--- config.mk ---
export PLATFORM = sky130hd
export DESIGN_NAME = fixed_round_pipe
export DESIGN_NICKNAME = d
export VERILOG_FILES = /design/src/rtl/fixed_round_pipe.sv
export SDC_FILE = /design/constraint.sdc
export NUM_CORES = 1
export LEC_CHECK = 0
export CAP_MARGIN = 0
export CORE_MARGIN = 2
export CORE_UTILIZATION = 38
export CTS_BUF_LIST = sky130_fd_sc_hd__clkbuf_4
export CTS_CLUSTER_SIZE = 30
export DETAILED_ROUTE_END_ITERATION = 8
export PLACE_DENSITY = 0.72
export SETUP_SLACK_MARGIN = 0.5
export SYNTH_ARGS = -nofsm -noshare
export SYNTH_HDL_FRONTEND = slang
export SYNTH_SLANG_ARGS = --single-unit
--- constraint.sdc ---
create_clock -name clk -period 5.29 [get_ports clk]
set_clock_uncertainty 0.1 [all_clocks]
set_input_delay 1.058 -clock clk [delete_from_list [all_inputs] [get_ports clk]]
set_output_delay 1.058 -clock clk [all_outputs]
set_load 0.02 [all_outputs]
--- src/rtl/fixed_round_pipe.sv ---
// fixed_round_pipe
// Multi-lane pipelined fixed-point requantiser. It converts each signed
// IN_WIDTH.IN_FRAC_WIDTH lane to a signed OUT_WIDTH.OUT_FRAC_WIDTH lane.
// The rounding mode is selected at run time and is captured with each beat.
// Every lane saturates independently and reports when it does.
// Ports:
//   clk, rst        clock; asynchronous active-high reset
//   mode            0 truncate, 1 half-up, 2 half-even, 3 stochastic
//   sat_clear       synchronous clear of sat_count (wins over an increment)
//   data_in         LANES x IN_WIDTH lanes, lane i at [i*IN_WIDTH +: IN_WIDTH]
//   data_in_valid / data_in_ready     input handshake
//   data_out        LANES x OUT_WIDTH lanes
//   data_out_valid / data_out_ready   output handshake
//   sat_flag        per-lane clamp indicator, aligned with data_out
//   sat_count       saturating count of output beats with any lane clamped
module fixed_round_pipe #(
  parameter int          LANES          = 4,
  parameter int          IN_WIDTH       = 8,
  parameter int          IN_FRAC_WIDTH  = 4,
  parameter int          OUT_WIDTH      = 4,
  parameter int          OUT_FRAC_WIDTH = 2,
  parameter logic [15:0] LFSR_SEED      = 16'hACE1
) (
  input  logic                       clk,
  input  logic                       rst,
  input  logic [1:0]                 mode,
  input  logic                       sat_clear,
  input  logic [LANES*IN_WIDTH-1:0]  data_in,
  input  logic                       data_in_valid,
  output logic                       data_in_ready,
  output logic [LANES*OUT_WIDTH-1:0] data_out,
  output logic                       data_out_valid,
  input  logic                       data_out_ready,
  output logic [LANES-1:0]           sat_flag,
  output logic [15:0]                sat_count
);

  localparam int D    = IN_FRAC_WIDTH - OUT_FRAC_WIDTH;
  localparam int SH   = (D > 0) ? 0 : -D;
  // One guard bit above the input so the rounding add can never wrap.
  localparam int TW   = IN_WIDTH + 1 + SH;
  localparam int DI   = (D > 0) ? D : 1;
  localparam int HALF = 1 << (DI - 1);

  localparam logic signed [TW-1:0] OMAX = TW'((2 ** (OUT_WIDTH - 1)) - 1);
  localparam logic signed [TW-1:0] OMIN = TW'(-(2 ** (OUT_WIDTH - 1)));

  logic                 r_s1_valid;
  logic signed [TW-1:0] r_s1_t [LANES];
  logic                 r_s2_valid;
  logic [LANES*OUT_WIDTH-1:0] r_data_out;
  logic [LANES-1:0]     r_sat_flag;
  logic [15:0]          r_sat_count;
  logic [15:0]          r_lfsr;

  logic                 w_en1;
  logic                 w_en2;
  logic                 w_accept;
  logic                 w_out_hs;
  logic                 w_lfsr_fb;
  logic signed [TW-1:0] w_t [LANES];
  logic [LANES*OUT_WIDTH-1:0] w_clamp;
  logic [LANES-1:0]     w_sat;

  assign w_en2         = !r_s2_valid || data_out_ready;
  assign w_en1         = !r_s1_valid || w_en2;
  assign data_in_ready = w_en1;
  assign w_accept      = data_in_valid && w_en1;
  assign w_out_hs      = r_s2_valid && data_out_ready;

  // Fibonacci LFSR, taps 16,14,13,11, shifting toward bit 0.
  assign w_lfsr_fb = r_lfsr[0] ^ r_lfsr[2] ^ r_lfsr[3] ^ r_lfsr[5];

  for (genvar i = 0; i < LANES; i++) begin : g_lane
    logic signed [IN_WIDTH-1:0] w_x;
    logic signed [TW-1:0]       w_xe;

    assign w_x  = data_in[i*IN_WIDTH +: IN_WIDTH];
    assign w_xe = {{(TW-IN_WIDTH){w_x[IN_WIDTH-1]}}, w_x};

    if (D > 0) begin : g_rnd
      logic [D-1:0]         w_rb;
      logic signed [TW-1:0] w_inc;

      // Low D bits of the LFSR rotated left by 4*i, picked directly.
      for (genvar j = 0; j < D; j++) begin : g_rb
        assign w_rb[j] = r_lfsr[(j + 16 - ((4 * i) % 16)) % 16];
      end

      always_comb begin
        w_inc = '0;
        case (mode)
          2'd0: w_inc = '0;
          2'd1: w_inc = TW'(HALF);
          // Bit D of x is the LSB that survives the shift; adding it breaks ties to even.
          2'd2: w_inc = TW'(HALF - 1) + {{(TW-1){1'b0}}, w_x[D]};
          2'd3: w_inc = {{(TW-D){1'b0}}, w_rb};
          default: w_inc = '0;
        endcase
      end

      assign w_t[i] = (w_xe + w_inc) >>> D;
    end else begin : g_shl
      assign w_t[i] = w_xe <<< SH;
    end

    assign w_sat[i] = (r_s1_t[i] > OMAX) || (r_s1_t[i] < OMIN);
    assign w_clamp[i*OUT_WIDTH +: OUT_WIDTH] =
        (r_s1_t[i] > OMAX) ? OMAX[OUT_WIDTH-1:0] :
        (r_s1_t[i] < OMIN) ? OMIN[OUT_WIDTH-1:0] :
                             r_s1_t[i][OUT_WIDTH-1:0];
  end

  // Stage 1: round.
  always_ff @(posedge clk or posedge rst) begin
    if (rst) begin
      r_s1_valid <= 1'b0;
      for (int i = 0; i < LANES; i++) r_s1_t[i] <= '0;
    end else if (w_en1) begin
      r_s1_valid <= data_in_valid;
      if (data_in_valid) r_s1_t <= w_t;
    end
  end

  // Stage 2: clamp. Output registers only change when the stage advances,
  // so data_out and sat_flag hold while stalled.
  always_ff @(posedge clk or posedge rst) begin
    if (rst) begin
      r_s2_valid <= 1'b0;
      r_data_out <= '0;
      r_sat_flag <= '0;
    end else if (w_en2) begin
      r_s2_valid <= r_s1_valid;
      if (r_s1_valid) begin
        r_data_out <= w_clamp;
        r_sat_flag <= w_sat;
      end
    end
  end

  // The current value is used by the beat being accepted; the step follows.
  always_ff @(posedge clk or posedge rst) begin
    if (rst) begin
      r_lfsr <= LFSR_SEED;
    end else if (w_accept) begin
      r_lfsr <= {w_lfsr_fb, r_lfsr[15:1]};
    end
  end

  always_ff @(posedge clk or posedge rst) begin
    if (rst) begin
      r_sat_count <= '0;
    end else if (sat_clear) begin
      r_sat_count <= '0;
    end else if (w_out_hs && (|r_sat_flag) && (r_sat_count != 16'hFFFF)) begin
      r_sat_count <= r_sat_count + 16'd1;
    end
  end

  assign data_out       = r_data_out;
  assign data_out_valid = r_s2_valid;
  assign sat_flag       = r_sat_flag;
  assign sat_count      = r_sat_count;

endmodule

# After elaboration in Yosys (flattened, before gate mapping)
# Index checks and enable logic that the tools add are counted.
[classes]
reduce_logical = 17
n_mux = 14
bitwise = 3
add_sub_neg = 9
n_lt_le_gt_ge = 8
n_eq_ne = 4
[ops]
columns = ["cell", "count"]
rows = [
  ["$pmux W9 S4", 4],
  ["$add A8 B9 Y9", 4],
  ["$mux W16", 2],
  ["$mux W4", 8],
  ["$gt A7 B4 Y1 const B", 4],
  ["$lt A7 B4 Y1 const B", 4],
  ["$add A16 B1 Y16 const B", 1],
  ["$ne A16 B16 Y1 const B", 1],
  ["$add A1 B1 Y2 const A", 4],
  ["$logic_or A1 B1 Y1", 6],
  ["$eq A2 B2 Y1 const B", 2],
  ["$logic_and A1 B1 Y1", 4],
  ["$reduce_and A2 Y1", 2],
  ["$reduce_or A4 Y1", 1],
  ["$xor A1 B1 Y1", 3],
  ["$eq A2 B1 Y1 const B", 1],
  ["$logic_not A1 Y1", 2],
  ["$logic_not A2 Y1", 1],
  ["$reduce_bool A2 Y1", 1],
]
[totals]
ff_bits = 82
out_inout_bits = 38
input_bits = 39

# Longest topological paths before layout
[depth]
word_depth = 5
depth_mapped = 9

# Worst setup path after synthesis
# Ideal clock, no wire load.
[synth_path]
kind = "in2reg"
from = "in mode[0]"
to = "reg r_s1_t[14] in the netlist's numbering"
setup_ns = 0.082
stages = 9
setup_slack_ns = 2.475
path_buffers = 1
required_ns = 5.108
t_arrival_ns = 2.634
cell_sequence = "clkbuf_1 nand2_1 nor2_1 nor2_1 ha_1 and4_1 a21oi_1 or4_1 a31oi_1"
[synth_between]
elab_chain_len = 3
elab_cells_between_ends = 6
cone_classes = "add/sub: 1; eq/ne: 3; mux: 1; reduce/logical: 1"
[synth_lines]
columns = ["item", "line", "source"]
rows = [
  ["start: declaration", "26", "input logic [1:0] mode,"],
  ["$eq A2 B2 Y1, or another cell as far along", "92", "case (mode)"],
  ["$pmux W9 S4 *", "92", ""],
  ["$add A8 B9 Y9 *", "102", "assign w_t[i] = (w_xe + w_inc) >>> D;"],
  ["end signal: assignment", "121", "if (data_in_valid) r_s1_t <= w_t;"],
  ["end: declaration", "49", "logic signed [TW-1:0] r_s1_t [LANES];"],
]
# Mark *: on every way between the ends. The rest lies on a longest branch, timed or not. The select of a mux whose other input is x is not followed.
# A chain may end at the register's enable or synchronous reset.

# Worst setup path in the final report
[layout_path]
from = "in data_out_ready"
to = "out data_in_ready"
[layout_between]
elab_chain_len = 2
[layout_lines]
columns = ["item", "line", "source"]
rows = [
  ["start: declaration", "33", "input logic data_out_ready,"],
  ["$logic_or A1 B1 Y1", "65", "assign w_en2 = !r_s2_valid || data_out_ready;"],
  ["$logic_or A1 B1 Y1", "66", "assign w_en1 = !r_s1_valid || w_en2;"],
  ["end: declaration", "30", "output logic data_in_ready,"],
]
# No other way between the ends.

==> impl_metrics.yaml <==
placed_design:
  gp_congestion: 0.861
  post-dp-hpwl_mm: 7.03
  dp_slack_ps: 1660
  io_buffer_count: 76
  dp_cells: 676
  placed_area_um2: 5040
floorplanning:
  die_x_um: 109
  ioPinCount: 77
  fp-row-count: 38
  coreArea_um2: 10800
  initial_core_util_pct: 38.7
  dieArea_um2: 11900
  die_h_um: 109
setup_path:
  required_ps: 4130
  cp.arrival_ps: 2490
  cp-start-kind: "input pin"
  cp-end-kind: "output pin"
  criticalPathCategory: "input pin to output pin"
  path_max_fanout: 6
global_routing:
  grt_remaining_overflow: 0
  grt_pass1_wl_mm: 15.6
  grt_util_met2_pct: 25.5
  grtUsageMet1_pct: 22.4
  grt_use_met3_pct: 3.47
  grt_max_degree: 57
  grt_use_total_pct: 16.5
  grt_pass1_vias: 3360
  antenna_found_initial: 0
  busiest_layer: "met2"
clock_network:
  cts-resized-gates: 0
  cts_setup_buffers: 0
  clock_path_buffers: 2
  cts_buffers: 9
  cts_htree_levels: 3
  clk_pin_slew_ps: 130
  clkSinkCount: 82
  ctsHoldBuffers: 0
  clock_tree.root_cell: "clkbuf_4"
  cts_tree: "yes"
  clkLatencyLatePin_ps: 440
logic_synthesis:
  async_reset_ff_share_pct: 100
  synth-seq-area-share_pct: 49.3
  synth_top_family_by_area: "simple AND/OR/NAND/NOR gates"
  synth_top_cell_area_share_pct: 44.3
  yosys.area_share.simple_pct: 29.0
  yosysWarnings: 0
  ys_top_cells_by_count: "nand2_1 (103), dfrtp_1 (74), nor2_1 (42)"
  yosysMostFrequentCell: "nand2_1"
  synth_xor_area_share_pct: 1.68
  synth_edf_count: 0
  synth_compound_area_share_pct: 14.4
  synthDistinctLibCells: 39
  yosysTopAreaCell: "dfrtp_1"
  ys.flop_type: "dfrtp_1"
  synthMuxAreaShare_pct: 0.808
  synth_fa_ha_area_share_pct: 1.50
  synthCells: 477
  syn_area_um2: 4180
  synth_nets: 521
  synth_area_leaders: "dfrtp_1 (44%), nand2_1 (9.2%), dfstp_2 (5.0%)"
  postSynthAreaPerCell_um2: 8.77
  synth_seq_cells: 82
worst_hold_path:
  hp-class: "flop to flop"
power:
  p_leak_nw: 2.14
  ir_drop_v: 0.000119
  cellPowerDensity_nw_per_um2: 312
cells_and_area:
  post-route-util_pct: 48.1
  register_area_um2: 2060
  synthToLayoutAreaGrowth_pct: 24.1
  drive_above_1_share_pct: 5.80
  multi_input_area_um2: 1980
  fin_cells: 692
  nNetsFinal: 591
  antenna_cells: 0
  final_cell_area_um2: 5190
  fillers: 1070
status:
  outcome: "finished, final reports clean"
sta:
  tightest_slew_ps: 965
  setup_violations: 0
  fin_setup_tns_ps: 0
  fin_crit_sh_pct: 68.9
  max_slew_margin_pct: 35.6
  finalMaxSlewViolations: 0
  setup_slack_ps: 1650
  rsz0062_at_grt: "false"
  fmax_mhz: 274
  min_period_ps: 3640
  finalHoldViolCount: 0
route:
  viasPerCell: 5.37
  drt-total-wl_mm: 9.50
  drt_iter0_drc: 203
  drc: 0
  num_vias: 3714
  drt-pass1-iter-count: 5
  wire_per_inst_um: 13.7
  ant_nets: 0
run:
  max-cap-violations: 0
## path summary, 6_finish.rpt
path	from	endpoint	slack, ps	cells past startpoint
max	data_out_ready	data_in_ready	1650	3
min	r_lfsr[11]$_DFFE_PP1P_	r_lfsr[11]$_DFFE_PP1P_	370	2
max reg2reg	sat_count[0]$_DFFE_PP0P_	sat_count[9]$_DFFE_PP0P_	3080	5
min reg2reg	r_lfsr[11]$_DFFE_PP1P_	r_lfsr[11]$_DFFE_PP1P_	370	2
max in group asynchronous	rst	data_out[7]$_DFFE_PP0P_	3170	3
min in group asynchronous	rst	r_s1_t[6]$_DFFE_PP0P_	1030	2
## logic make-up after synthesis
logic type      count (synthesis)
compound gates                101
xor+xnor                        8
fa+ha+maj                       5
buf+inv                        30
flops                          82
mux                             3
simple gates                  248
## layout make-up
type                       instances  share of cell area, %
clock inverter                     7                   1.62
tap                              140                   3.38
timing repair buffer              79                   15.1
multi-input combinational        365                   38.1
sequential                        82                   39.7
inverter                          10                  0.747
clock buffer                       9                   1.30
## flip-flops by register name, indices dropped and copies added, names as in the netlist
name	flops
data_out	16
data_out_valid	1
r_lfsr	16
r_s1_t	28
r_s1_valid	1
sat_count	16
sat_flag	4
## power breakdown
group | internal, mW | switching, mW
combinational | 0.178 | 0.210
clock | 0.186 | 0.217
sequential | 0.747 | 0.0827
## stage by stage
step	hold slack (ps)	power [mW]
after floorplan	335	1.05
after global placement	341	1.22
after detailed placement	350	1.24
after CTS	370	1.64
after global routing	384	1.72
final	369	1.62
## worst max-delay path, cell delays in order
cell,delay [ps]
clkdlybuf4s50_1,570
nand3b_1,220
clkdlybuf4s50_1,640
## cell usage in the layout (no fill, tap or decap), types with 8 or more instances in the layout
| master | count |
|---|---|
| nand2b_1 | 11 |
| clkdlybuf4s50_1 | 76 |
| a21oi_1 | 18 |
| nand4_1 | 12 |
| o31ai_1 | 10 |
| dfstp_2 | 8 |
| inv_1 | 9 |
| dfrtp_1 | 74 |
| or3_1 | 16 |
| nand3_1 | 19 |
| o21ai_0 | 40 |
| nor2_1 | 42 |
| nand2_1 | 103 |
| clkbuf_4 | 9 |
| or4_1 | 14 |
| a31oi_1 | 19 |
| xnor2_1 | 8 |
## routing by layer
layer	routed length [µm]	vias up
met5	0	-
met4	222	0
met3	456	20
met2	4300	100
met1	4520	1748
li1	-	1846
(Power assumes the default switching activity.)
